$ cat config.mk
export PLATFORM = sky130hd
export DESIGN_NAME = add_num_rd_engine
export DESIGN_NICKNAME = d
export VERILOG_FILES = /design/src/rtl/add_num_pkg.sv /design/src/rtl/add_num_watchdog.sv /design/src/rtl/add_num_rd_engine.sv
export SDC_FILE = /design/constraint.sdc
export NUM_CORES = 1
export LEC_CHECK = 0
export ABC_CLOCK_PERIOD_IN_PS = 2500
export CAP_MARGIN = 5
export CORE_AREA = 2 2 253 255
export CTS_CLUSTER_DIAMETER = 150
export DETAILED_ROUTE_END_ITERATION = 10
export DIE_AREA = 0 0 255 257
export GPL_TIMING_DRIVEN = 0
export HOLD_SLACK_MARGIN = 0.06
export SLEW_MARGIN = 20
export SYNTH_ARGS = -nofsm -noshare
export SYNTH_HDL_FRONTEND = slang
export SYNTH_SLANG_ARGS = --single-unit
export TNS_END_PERCENT = 1
$ cat constraint.sdc
create_clock -name clk -period 2.5 [get_ports clk]
set_clock_uncertainty 0.1 [all_clocks]
set_input_delay 0.375 -clock clk [delete_from_list [all_inputs] [get_ports clk]]
set_output_delay 0.375 -clock clk [all_outputs]
set_load 0.03 [all_outputs]
$ cat src/rtl/add_num_pkg.sv
// add_num_pkg: shared types and helpers for the add-two-numbers AFU operand path
package add_num_pkg;

    localparam int OPND_W_DEF = 8;

    typedef enum logic [1:0] {
        IDLE,
        REQ,
        WAIT_RSP,
        OUT
    } t_rd_state;

    typedef struct packed {
        logic [OPND_W_DEF-1:0] a;
        logic [OPND_W_DEF-1:0] b;
    } t_opnd_pair;

    // a sits in the low operand slot of the line, b directly above it
    function automatic t_opnd_pair opnd_slice(input logic [2*OPND_W_DEF-1:0] lo);
        t_opnd_pair p;
        p.a = lo[OPND_W_DEF-1:0];
        p.b = lo[2*OPND_W_DEF-1:OPND_W_DEF];
        return p;
    endfunction

endpackage

$ cat src/rtl/add_num_watchdog.sv
// add_num_watchdog: counts cycles while run_i is high and flags the cycle the limit is hit
module add_num_watchdog #(
    parameter int TIMEOUT_CYCLES = 1024
) (
    input  logic clk,
    input  logic reset_n,
    input  logic run_i,
    output logic expired_o
);

    localparam int CNT_W = $clog2(TIMEOUT_CYCLES + 1);

    logic [CNT_W-1:0] cnt_q, cnt_d;

    // count only while waiting; any other cycle re-arms the counter at zero
    always_comb cnt_d = run_i ? cnt_q + CNT_W'(1) : '0;

    // counter register
    always_ff @(posedge clk)
        if (!reset_n) cnt_q <= '0;
        else          cnt_q <= cnt_d;

    assign expired_o = run_i && (cnt_q == CNT_W'(TIMEOUT_CYCLES - 1));

endmodule

$ cat src/rtl/add_num_rd_engine.sv
// add_num_rd_engine: fetches one cache line over CCI-P c0 and hands operands a/b downstream.
// Optional response watchdog enabled with ADD_NUM_RD_TIMEOUT_EN.
module add_num_rd_engine
    import add_num_pkg::*;
#(
    parameter int ADDR_W         = 42,
    parameter int DATA_W         = 512,
    parameter int MDATA_W        = 16,
    parameter int OPND_W         = OPND_W_DEF,
    parameter int TIMEOUT_CYCLES = 1024
) (
    input  logic               clk,
    input  logic               reset_n,
    input  logic               start,
    input  logic [ADDR_W-1:0]  start_addr,
    output logic               busy,
    input  logic               c0_almfull,
    output logic               c0_req_valid,
    output logic [ADDR_W-1:0]  c0_req_addr,
    output logic [MDATA_W-1:0] c0_req_mdata,
    input  logic               c0_rsp_valid,
    input  logic [MDATA_W-1:0] c0_rsp_mdata,
    input  logic [DATA_W-1:0]  c0_rsp_data,
    output logic               op_valid,
    input  logic               op_ready,
    output logic [OPND_W-1:0]  op_a,
    output logic [OPND_W-1:0]  op_b,
    output logic               done,
    output logic               err
);

    t_rd_state          state_q, state_d;
    logic [ADDR_W-1:0]  addr_q, addr_d;
    logic [MDATA_W-1:0] tag_q, tag_d;
    logic               req_valid_q, req_valid_d;
    logic [ADDR_W-1:0]  req_addr_q, req_addr_d;
    logic [MDATA_W-1:0] req_mdata_q, req_mdata_d;
    logic               op_valid_q, op_valid_d;
    logic [OPND_W-1:0]  op_a_q, op_a_d, op_b_q, op_b_d;
    logic               done_q, done_d, err_q, err_d;
    logic               rsp_hit, timeout;
    logic               rsp_unused;

    // only the issued tag counts; everything else on c0 belongs to someone else or is stale
    assign rsp_hit    = c0_rsp_valid && (c0_rsp_mdata == req_mdata_q);
    assign rsp_unused = ^c0_rsp_data[DATA_W-1:2*OPND_W];

`ifdef ADD_NUM_RD_TIMEOUT_EN
    add_num_watchdog #(
        .TIMEOUT_CYCLES(TIMEOUT_CYCLES)
    ) u_watchdog (
        .clk      (clk),
        .reset_n  (reset_n),
        .run_i    (state_q == WAIT_RSP),
        .expired_o(timeout)
    );
`else
    localparam int TIMEOUT_UNUSED = TIMEOUT_CYCLES;
    assign timeout = 1'b0;
`endif

    // fetch sequencing: a matching response outranks a same-cycle timeout
    always_comb begin
        state_d     = state_q;
        addr_d      = addr_q;
        tag_d       = tag_q;
        req_valid_d = 1'b0;
        req_addr_d  = req_addr_q;
        req_mdata_d = req_mdata_q;
        op_valid_d  = op_valid_q;
        op_a_d      = op_a_q;
        op_b_d      = op_b_q;
        done_d      = 1'b0;
        err_d       = 1'b0;
        case (state_q)
            IDLE: if (start) begin
                addr_d  = start_addr;
                state_d = REQ;
            end
            REQ: if (!c0_almfull) begin
                req_valid_d = 1'b1;
                req_addr_d  = addr_q;
                req_mdata_d = tag_q;
                tag_d       = tag_q + MDATA_W'(1);
                state_d     = WAIT_RSP;
            end
            WAIT_RSP: if (rsp_hit) begin
                op_valid_d = 1'b1;
                op_a_d     = c0_rsp_data[OPND_W-1:0];
                op_b_d     = c0_rsp_data[2*OPND_W-1:OPND_W];
                state_d    = OUT;
            end else if (timeout) begin
                err_d   = 1'b1;
                state_d = IDLE;
            end
            OUT: if (op_ready) begin
                op_valid_d = 1'b0;
                done_d     = 1'b1;
                state_d    = IDLE;
            end
            default: state_d = IDLE;
        endcase
    end

    // state and output registers
    always_ff @(posedge clk) begin
        if (!reset_n) begin
            state_q     <= IDLE;
            addr_q      <= '0;
            tag_q       <= '0;
            req_valid_q <= 1'b0;
            req_addr_q  <= '0;
            req_mdata_q <= '0;
            op_valid_q  <= 1'b0;
            op_a_q      <= '0;
            op_b_q      <= '0;
            done_q      <= 1'b0;
            err_q       <= 1'b0;
        end else begin
            state_q     <= state_d;
            addr_q      <= addr_d;
            tag_q       <= tag_d;
            req_valid_q <= req_valid_d;
            req_addr_q  <= req_addr_d;
            req_mdata_q <= req_mdata_d;
            op_valid_q  <= op_valid_d;
            op_a_q      <= op_a_d;
            op_b_q      <= op_b_d;
            done_q      <= done_d;
            err_q       <= err_d;
        end
    end

    assign busy         = (state_q != IDLE);
    assign c0_req_valid = req_valid_q;
    assign c0_req_addr  = req_addr_q;
    assign c0_req_mdata = req_mdata_q;
    assign op_valid     = op_valid_q;
    assign op_a         = op_a_q;
    assign op_b         = op_b_q;
    assign done         = done_q;
    assign err          = err_q;

endmodule

==> results.yml, run 1 <==
yosys:
  seq_area_frac_synth_pct: 52.1
  synth_top_cell_area_share_pct: 52.1
  ys_seq_elements: 137
  yosys_warnings: 0
  async_flop_share_pct: 0
  syn_area_sq_um: 5270
  synth_edf_count: 0
  ys.flop_type: "dfxtp_1"
  netlist_top_cells_count: "214 x nand2_1, 137 x dfxtp_1, 124 x a21oi_1, 39 x clkbuf_1, 22 x xnor2_1"
  synthTopCellsByArea: "dfxtp_1 52%, nand2_1 15%, a21oi_1 12%"
  yosysMostFrequentCell: "nand2_1"
  yosysTopAreaCell: "dfxtp_1"
  synth_cell_types: 35
  syn_nets: 1236
  synthCells: 654
  avgSynthCellArea_sq_um: 8.06
critical_path:
  worstPathRequired_ps: 2750
  reg2reg_depth: 6
  path_class: "in2reg"
  critPathCapture: "op_a[3]$_SDFFE_PN0P_"
  cpMostUsedCell: "nand4_1"
  crit_arrival_ps: 2570
  critPathMaxFanout: 10
  r2r-end: "op_a[3]$_SDFFE_PN0P_"
  worst_path_largest_cell_delay_ps: 550
  slowest_stage: "clkdlybuf4s50_1"
  crit_chain: "clkdlybuf4s50_1 > xnor2_1 > nand4_1 > nor3_4 > buf_2 > nand4_1 > a21oi_1"
  r2r-start: "c0_req_mdata[4]$_SDFFE_PN0P_"
  cp-start-kind: "primary input"
  critPathCaptureType: "register"
  r2r_slack_ps: 210
  critPathLaunch: "c0_rsp_mdata[5]"
sta:
  drv_slew: 0
  post-route-min-period_ps: 2320
  fmax_ghz: 0.431
  relSlewSlack_pct: 46.6
  finalHoldViolCount: 0
  setup_violations: 0
  rsz0062_at_grt: "no"
  holdWs_ps: 351
  period_share_pct: 92.9
  tightest_slew_ps: 801
die:
  die_height_um: 257
  pin_count: 655
  initial_core_util_pct: 8.40
  die_x_um: 255
  dieArea_sq_um: 65500
  core-area_sq_um: 62700
  floorplan.rows: 92
power_and_ir_drop:
  switching_share_pct: 35.1
  combPwrFrac_pct: 23.0
  vdd.ir_drop.worst_mv: 0.416
  p_leak_nw: 2.58
  power_frac_clock_pct: 38.3
  intPower_mw: 4.10
  power_density_nw_per_um2: 747
  power_frac_seq_pct: 38.7
  power.switching_mw: 2.22
placed_design:
  placedCellCount: 1657
  dpl.hpwl_um: 20600
  gp_congestion: 0.799
  io_buffers: 157
detailed_routing:
  wl_per_cell_um: 14.9
  first_pass_iters: 4
  vias: 5117
  drt_iter0_drc: 238
  drc: 0
  drt-total-wl_um: 25100
  ant_nets: 0
  vias_per_cell: 3.03
final_layout:
  post_layout_nonfiller_instances: 1691
  num-nets-final: 1412
  syn_to_final_growth_pct: 60.8
  drive_above_1_share_pct: 4.98
hold_path:
  hold_start: "addr_q[31]$_SDFFE_PN0P_"
  min_path_type: "reg2reg"
cts:
  cts-buffers-inserted: 17
  cts_tree: "done"
  clock_sinks: 137
  cts_buffer_depth: 2
  root_buffer: "clkbuf_16"
  insertion_delay_ps: 420
  h-tree-depth: 4
  cts_setup_buffers: 0
  clk_pin_slew_worst_paths_ps: 70
grt:
  grt_start_max_net_pins: 17
  antenna_found_initial: 16
  grt_use_total_pct: 7.65
  grt_pass1_wl_um: 35000
  first_global_vias: 5033
  overflow: 0
flow_run:
  drv_cap: 0
outcome:
  outcome: "completed"
area by class of cell:
cell class                 instances  area (sq um)
tap                              846          1060
buffer                            47           201
sequential                       137          2740
clock inverter                    14           134
multi-input combinational        462          2300
inverter                           8          30.0
antenna                            2          5.00
fill                            7219         54300
clock buffer                      18           429
timing repair buffer             157          1570
through the flow:
stage	power, mW	worst slack [ps]	util (%)	TNS, ps	cell area (sq um)
after floorplan	3.30	512	-	0	5270
after global placement	3.98	-384	12.6	-8090	7900
after detailed placement	3.98	-379	12.6	-8950	7900
after CTS	6.42	64.1	13.5	0	8460
after global routing	6.64	22.6	13.5	0	8470
final	6.33	178	13.5	0	8470
cells by family (layout without fill, tap and decap cells):
family                   Yosys count  count (layout)  share of synthesized area [%]
AO/OA/AOI/OAI                    150             150                           15.6
other                              1               3                         0.0712
AND/OR/NAND/NOR                  277             277                           21.8
XOR/XNOR                          28              28                           4.65
flip-flops                       137             137                           52.1
adder cells (fa/ha/maj)            6               6                           1.42
buffers and inverters             55             244                           4.39
critical path, delay by kind of cell:
family,cells,cell delay [ps]
AND/OR/NAND/NOR,3,1020
buffers and inverters,2,860
AO/OA/AOI/OAI,1,180
XOR/XNOR,1,140
flip-flops by register name, indices dropped and copies added (netlist names):
name          flops
addr_q           42
c0_req_addr      42
c0_req_mdata     16
tag_q            16
op_a              8
op_b              8
state_q           2
c0_req_valid      1
done              1
op_valid          1
worst min-delay path by stage:
stage | to | slack (ps) | cells past startpoint
floorplan | c0_req_addr[0]$_SDFFE_PN0P_ | 330 | 2
global placement | c0_req_addr[37]$_SDFFE_PN0P_ | 340 | 2
detailed placement | c0_req_addr[31]$_SDFFE_PN0P_ | 340 | 2
CTS | c0_req_addr[34]$_SDFFE_PN0P_ | 350 | 2
global route | c0_req_addr[35]$_SDFFE_PN0P_ | 370 | 2
finish | c0_req_addr[31]$_SDFFE_PN0P_ | 350 | 2
layout by cell type (no fill, tap or decap), drive strengths merged, types with 2 or more instances in the layout:
cell type and instances:
nand2 214, clkdlybuf4s50 156, dfxtp 137, a21oi 124
clkbuf 58, xnor2 22, nand4 21, o31ai 18
nor2 16, inv 14, nand3 7, buf 7
xor2 6, ha 6, nor3 6, or3 5
clkinv 5, o21ai 3, clkinvlp 3, diode 2
and3 2, o221ai 2
power groups by stage:
stage                     logic [mW]  clock network (mW)  registers [mW]
final                           1.45                2.42            2.45
after global routing            1.61                2.56            2.47
after CTS                       1.48                2.48            2.45
after detailed placement        1.49                   0            2.50
after global placement          1.48                   0            2.50
after floorplan                0.755                   0            2.54
metal layers:
layer	global-route usage [%]	wire length, um	share of wire, %	vias to the layer above
li1	-	-	-	2530
met1	8.99	10800	43	2360
met2	12.0	11100	44	156
met3	4.11	2520	10	53
met4	2.18	645	2.6	18
met5	0	115	0.46	-
repair_timing:
action / 4_1_cts / 5_1_grt
setup endpoints to repair: 1 / 4
hold buffers: 0 / 0
gates resized for setup: 1 / 2
cloned: 0 / 0
(Power assumes the default switching activity.)
==> run 2: changes to the inputs <==
--- a/config.mk
+++ b/config.mk
@@ -5,16 +5,17 @@
 export SDC_FILE = /design/constraint.sdc
 export NUM_CORES = 1
 export LEC_CHECK = 0
-export ABC_CLOCK_PERIOD_IN_PS = 2500
+export ABC_CLOCK_PERIOD_IN_PS = 2750
 export CAP_MARGIN = 5
-export CORE_AREA = 2 2 253 255
+export CORE_AREA = 2 2 251 253
 export CTS_CLUSTER_DIAMETER = 150
 export DETAILED_ROUTE_END_ITERATION = 10
-export DIE_AREA = 0 0 255 257
+export DIE_AREA = 0 0 253 255
 export GPL_TIMING_DRIVEN = 0
 export HOLD_SLACK_MARGIN = 0.06
 export SLEW_MARGIN = 20
 export SYNTH_ARGS = -nofsm -noshare
 export SYNTH_HDL_FRONTEND = slang
+export SYNTH_HIERARCHICAL = 1
 export SYNTH_SLANG_ARGS = --single-unit
 export TNS_END_PERCENT = 1
==> constraint.sdc (replaced) <==
create_clock -name clk -period 2.75 [get_ports clk]
set_clock_uncertainty 0.1 [all_clocks]
set_input_delay 0.4125 -clock clk [delete_from_list [all_inputs] [get_ports clk]]
set_output_delay 0.4125 -clock clk [all_outputs]
set_load 0.03 [all_outputs]
==> results.yml, run 2 <==
final_layout:
  syn_to_final_growth_pct: 59.9
  mostFrequentLayoutCell: "nand2_1"
  final_cell_area_sq_um: 8430
  fin_util_pct: 13.6
  post_layout_nonfiller_instances: 1652
  drive_above_1_share_pct: 4.86
  num-nets-final: 1412
  final_cell_mix: "214 x nand2_1, 157 x clkdlybuf4s50_1, 137 x dfxtp_1"
critical_path:
  slowest_stage: "clkdlybuf4s50_1"
  crit_chain: "inv_1 > ha_1 > inv_1 > clkdlybuf4s50_1"
  crit_cells: 4
  critPathLaunch: "state_q[1]$_SDFFE_PN0P_"
  r2r_slack_ps: 370
  worst_path_largest_cell_delay_ps: 800
  critPathCapture: "busy"
  reg2reg_depth: 6
  critPathCaptureType: "primary output"
  r2r-end: "op_a[4]$_SDFFE_PN0P_"
  critPathMaxFanout: 4
  cp-start-kind: "register"
  path_delay_family: "buffers and inverters"
  crit_arrival_ps: 2070
  worstPathRequired_ps: 2240
  cpMostUsedCell: "inv_1"
  r2r-start: "c0_req_mdata[2]$_SDFFE_PN0P_"
  crit_buf_inv: 3
  path_class: "reg2out"
yosys:
  yosysTopAreaCell: "dfxtp_1"
  async_flop_share_pct: 0
  synthTopCellsByArea: "dfxtp_1 52%, nand2_1 15%, a21oi_1 12%"
  synth_edf_count: 0
  syn_area_sq_um: 5270
  ys.flop_type: "dfxtp_1"
  synth_cell_types: 35
  yosysMostFrequentCell: "nand2_1"
  yosys_warnings: 6
  syn_nets: 1236
  synth_top_cell_area_share_pct: 52.1
  ys_seq_elements: 137
  synthCells: 654
  seq_area_frac_synth_pct: 52.1
  netlist_top_cells_count: "214 x nand2_1, 137 x dfxtp_1, 124 x a21oi_1, 39 x clkbuf_1, 22 x xnor2_1"
  avgSynthCellArea_sq_um: 8.06
sta:
  holdWs_ps: 351
  drv_slew: 0
  setup-tns-final_ps: 0
  fmax_ghz: 0.388
  setup_violations: 0
  worst_slack_ps: 171
  period_share_pct: 93.8
  tightest_slew_ps: 726
  finalHoldViolCount: 0
  post-route-min-period_ps: 2580
  rsz0062_at_grt: "no"
  relSlewSlack_pct: 51.4
detailed_routing:
  ant_nets: 0
  vias: 5269
  vias_per_cell: 3.19
  first_pass_iters: 4
  drt-total-wl_um: 25400
  drt_iter0_drc: 259
  drc: 0
  wl_per_cell_um: 15.4
cts:
  clock_sinks: 137
  insertion_delay_ps: 420
  cts_setup_buffers: 0
  post_cts_resize_count: 0
  h-tree-depth: 4
  cts-hold-fix-buffers: 0
  cts-buffers-inserted: 17
  clk_pin_slew_worst_paths_ps: 70
  cts_tree: "done"
  root_buffer: "clkbuf_16"
  cts_buffer_depth: 2
grt:
  grt_pass1_wl_um: 35100
  grt_start_max_net_pins: 17
  antenna_found_initial: 20
  overflow: 0
  grt_use_total_pct: 7.74
  first_global_vias: 5092
die:
  die_x_um: 253
  die_height_um: 255
  core-area_sq_um: 62200
  floorplan.rows: 92
  initial_core_util_pct: 8.48
  dieArea_sq_um: 64500
  pin_count: 655
flow_run:
  drv_cap: 0
power_and_ir_drop:
  p_leak_nw: 2.56
  power_density_nw_per_um2: 680
  power_frac_seq_pct: 39.0
  combPwrFrac_pct: 22.6
  vdd.ir_drop.worst_mv: 0.411
  power.switching_mw: 1.99
  switching_share_pct: 34.8
  intPower_mw: 3.74
  power_mw: 5.73
  power_frac_clock_pct: 38.4
placed_design:
  gp_congestion: 0.778
  placedCellCount: 1610
  placedInstanceArea_sq_um: 7840
  dpl.hpwl_um: 20900
  io_buffers: 157
  dp_slack_ps: -113
outcome:
  outcome: "completed"
hold_path:
  min_path_type: "reg2reg"
[run 2: cell counts after synthesis]
No cell type changed its count.
[run 2: area by class of cell]
type | instances | area (sq um)
fill | 7081 | 53700
sequential | 137 | 2740
multi-input combinational | 462 | 2290
timing repair buffer | 157 | 1570
tap | 799 | 1000
clock buffer | 18 | 429
buffer | 47 | 201
clock inverter | 14 | 131
inverter | 8 | 30.0
antenna | 10 | 25.0
[run 2: metal layers]
layer	up-vias	track usage (%)	share of wire, %
met3	41	4.23	11
met2	186	12.5	46
met1	2470	8.72	41
met5	-	0	0.31
met4	18	2.33	1.9
li1	2554	-	-
[run 2: power groups by stage]
stage	Combinational (mW)	Sequential (mW)	Clock, mW
floorplan	0.687	2.31	0
global placement	1.30	2.27	0
detailed placement	1.32	2.28	0
CTS	1.32	2.23	2.24
global route	1.45	2.25	2.34
finish	1.30	2.23	2.20
[run 2: kinds of logic after synthesis]
logic type	synth area share, %
other	0.0712
AOI/OAI and AO/OA	15.6
and+or+nand+nor	21.8
xor gates and xnor gates	4.65
DFF	52.1
buffers and inverters	4.39
adders and majority gates	1.42
[run 2: how the worst min path moves through the flow]
| stage | from | to | slack (ps) | depth (start not counted) |
|---|---|---|---|---|
| after floorplan | addr_q[0]$_SDFFE_PN0P_ | c0_req_addr[0]$_SDFFE_PN0P_ | 330 | 2 |
| after global placement | addr_q[26]$_SDFFE_PN0P_ | c0_req_addr[26]$_SDFFE_PN0P_ | 340 | 2 |
| after detailed placement | addr_q[8]$_SDFFE_PN0P_ | c0_req_addr[8]$_SDFFE_PN0P_ | 350 | 2 |
| after CTS | addr_q[34]$_SDFFE_PN0P_ | c0_req_addr[34]$_SDFFE_PN0P_ | 350 | 2 |
| after global routing | addr_q[23]$_SDFFE_PN0P_ | addr_q[23]$_SDFFE_PN0P_ | 370 | 2 |
| final | addr_q[32]$_SDFFE_PN0P_ | c0_req_addr[32]$_SDFFE_PN0P_ | 350 | 2 |
[run 2: worst min-delay path, cell delays in order, from the launching register on]
cell and delay (ps):
dfxtp_1 310, nand2_1 50, a21oi_1 50
==> run 3: changes to the inputs <==
--- a/config.mk
+++ b/config.mk
@@ -13,6 +13,8 @@
 export DIE_AREA = 0 0 253 255
 export GPL_TIMING_DRIVEN = 0
 export HOLD_SLACK_MARGIN = 0.06
+export REMOVE_ABC_BUFFERS = 1
+export SKIP_LAST_GASP = 1
 export SLEW_MARGIN = 20
 export SYNTH_ARGS = -nofsm -noshare
 export SYNTH_HDL_FRONTEND = slang
==> results.yml, run 3 (synthesis gave the netlist of run 2 again) <==
placed_design:
  dpl.hpwl_um: 15300
  placedCellCount: 1569
  gp_congestion: 0.719
  dp_slack_ps: -70.3
  io_buffers: 157
detailed_routing:
  drc: 0
  drt_iter0_drc: 286
  vias_per_cell: 3.07
  ant_nets: 0
  first_pass_iters: 4
  vias: 4938
  drt-total-wl_um: 20600
  wl_per_cell_um: 12.8
die:
  pin_count: 655
  initial_core_util_pct: 8.48
  dieArea_sq_um: 64500
  floorplan.rows: 92
  core-area_sq_um: 62200
  die_height_um: 255
  die_x_um: 253
sta:
  finalHoldViolCount: 0
  setup-tns-final_ps: 0
  relSlewSlack_pct: 44.0
  tightest_slew_ps: 840
  post-route-min-period_ps: 2570
  fmax_ghz: 0.389
  setup_violations: 0
  drv_slew: 0
  worst_slack_ps: 179
  rsz0062_at_grt: "no"
  period_share_pct: 93.5
critical_path:
  worst_path_largest_cell_delay_ps: 730
  slowest_stage: "ha_1"
  path_class: "reg2reg"
  crit_chain: "inv_1 > ha_1 > clkinv_2 > nor3_1 > o31ai_1 > o41ai_2 > a211o_1"
  worstPathRequired_ps: 3020
  critPathCaptureType: "register"
  crit_arrival_ps: 2850
  cp-start-kind: "register"
  critPathMaxFanout: 21
grt:
  overflow: 0
  grt_start_max_net_pins: 102
  first_global_vias: 4807
  grt_use_total_pct: 6.28
  grt_pass1_wl_um: 29700
  antenna_found_initial: 9
outcome:
  outcome: "completed"
final_layout:
  drive_above_1_share_pct: 5.99
  post_layout_nonfiller_instances: 1606
  final_cell_mix: "213 x nand2_1, 157 x clkdlybuf4s50_1, 137 x dfxtp_1"
  nFillCells: 7036
  num-nets-final: 1371
  syn_to_final_growth_pct: 60.9
  mostFrequentLayoutCell: "nand2_1"
flow_run:
  drv_cap: 0
hold_path:
  min_path_type: "reg2reg"
power_and_ir_drop:
  intPower_mw: 4.18
  power_density_nw_per_um2: 712
  power_frac_clock_pct: 41.0
  vdd.ir_drop.worst_mv: 0.403
  power_frac_seq_pct: 36.8
  power_mw: 6.04
  combPwrFrac_pct: 22.2
  power.switching_mw: 1.85
  p_leak_nw: 2.61
  switching_share_pct: 30.7
cts:
  h-tree-depth: 4
  clk_pin_slew_worst_paths_ps: 60
  cts-buffers-inserted: 17
  cts_buffer_depth: 2
  clock_sinks: 137
  insertion_delay_ps: 430
  root_buffer: "clkbuf_16"
  cts-hold-fix-buffers: 0
  cts_tree: "done"
run 3: path summary, 6_finish.rpt:
kind	from	to	slack [ps]	depth (start not counted)
max reg2reg	state_q[0]$_SDFFE_PN0P_	state_q[1]$_SDFFE_PN0P_	180	7
min reg2reg	addr_q[12]$_SDFFE_PN0P_	c0_req_addr[12]$_SDFFE_PN0P_	350	2
min	addr_q[12]$_SDFFE_PN0P_	c0_req_addr[12]$_SDFFE_PN0P_	350	2
max	state_q[0]$_SDFFE_PN0P_	state_q[1]$_SDFFE_PN0P_	180	7
run 3: metrics by stage:
stage          instance area (sq um)  hold slack, ps  utilization, %
5_1_grt                         8470             368            13.6
3_5_place_dp                    7820             343            12.6
6_report                        8480             351            13.6
4_1_cts                         8460             351            13.6
2_1_floorplan                   5070             332               -
3_3_place_gp                    7640             338            12.3
run 3: layout make-up:
type,count,area [sq um],area share [%]
timing repair buffer,163,1730,20.4
clock inverter,14,196,2.32
multi-input combinational,462,2320,27.4
sequential,137,2740,32.3
antenna,5,12.5,0.148
inverter,8,36.3,0.428
clock buffer,18,439,5.18
tap,799,1000,11.8
run 3: power groups by stage:
stage	Clock, mW	Combinational (mW)	Sequential (mW)
3_5_place_dp	0	1.38	2.27
4_1_cts	2.56	1.38	2.22
6_report	2.47	1.34	2.22
5_1_grt	2.64	1.47	2.25
2_1_floorplan	0	0.614	2.31
3_3_place_gp	0	1.19	2.26
run 3: per-layer routing:
layer	GRT usage, %	vias to the layer above	wire length [um]
met5	0	-	64
met3	3.82	31	2300
met4	2.03	10	325
met2	10.1	145	9730
li1	-	2462	-
met1	6.82	2290	8150
run 3: what timing repair did:
item                       CTS  global route
setup endpoints to repair    1             0
gates resized for setup      1             0
buffers inserted             0             0
run 3: critical path, delay by kind of cell, from the launching register on:
kind,cells,cell delay (ps)
flip-flops,1,320
AO/OA/AOI/OAI,3,370
adder cells (fa/ha/maj),1,730
AND/OR/NAND/NOR,1,380
buffers and inverters,2,600
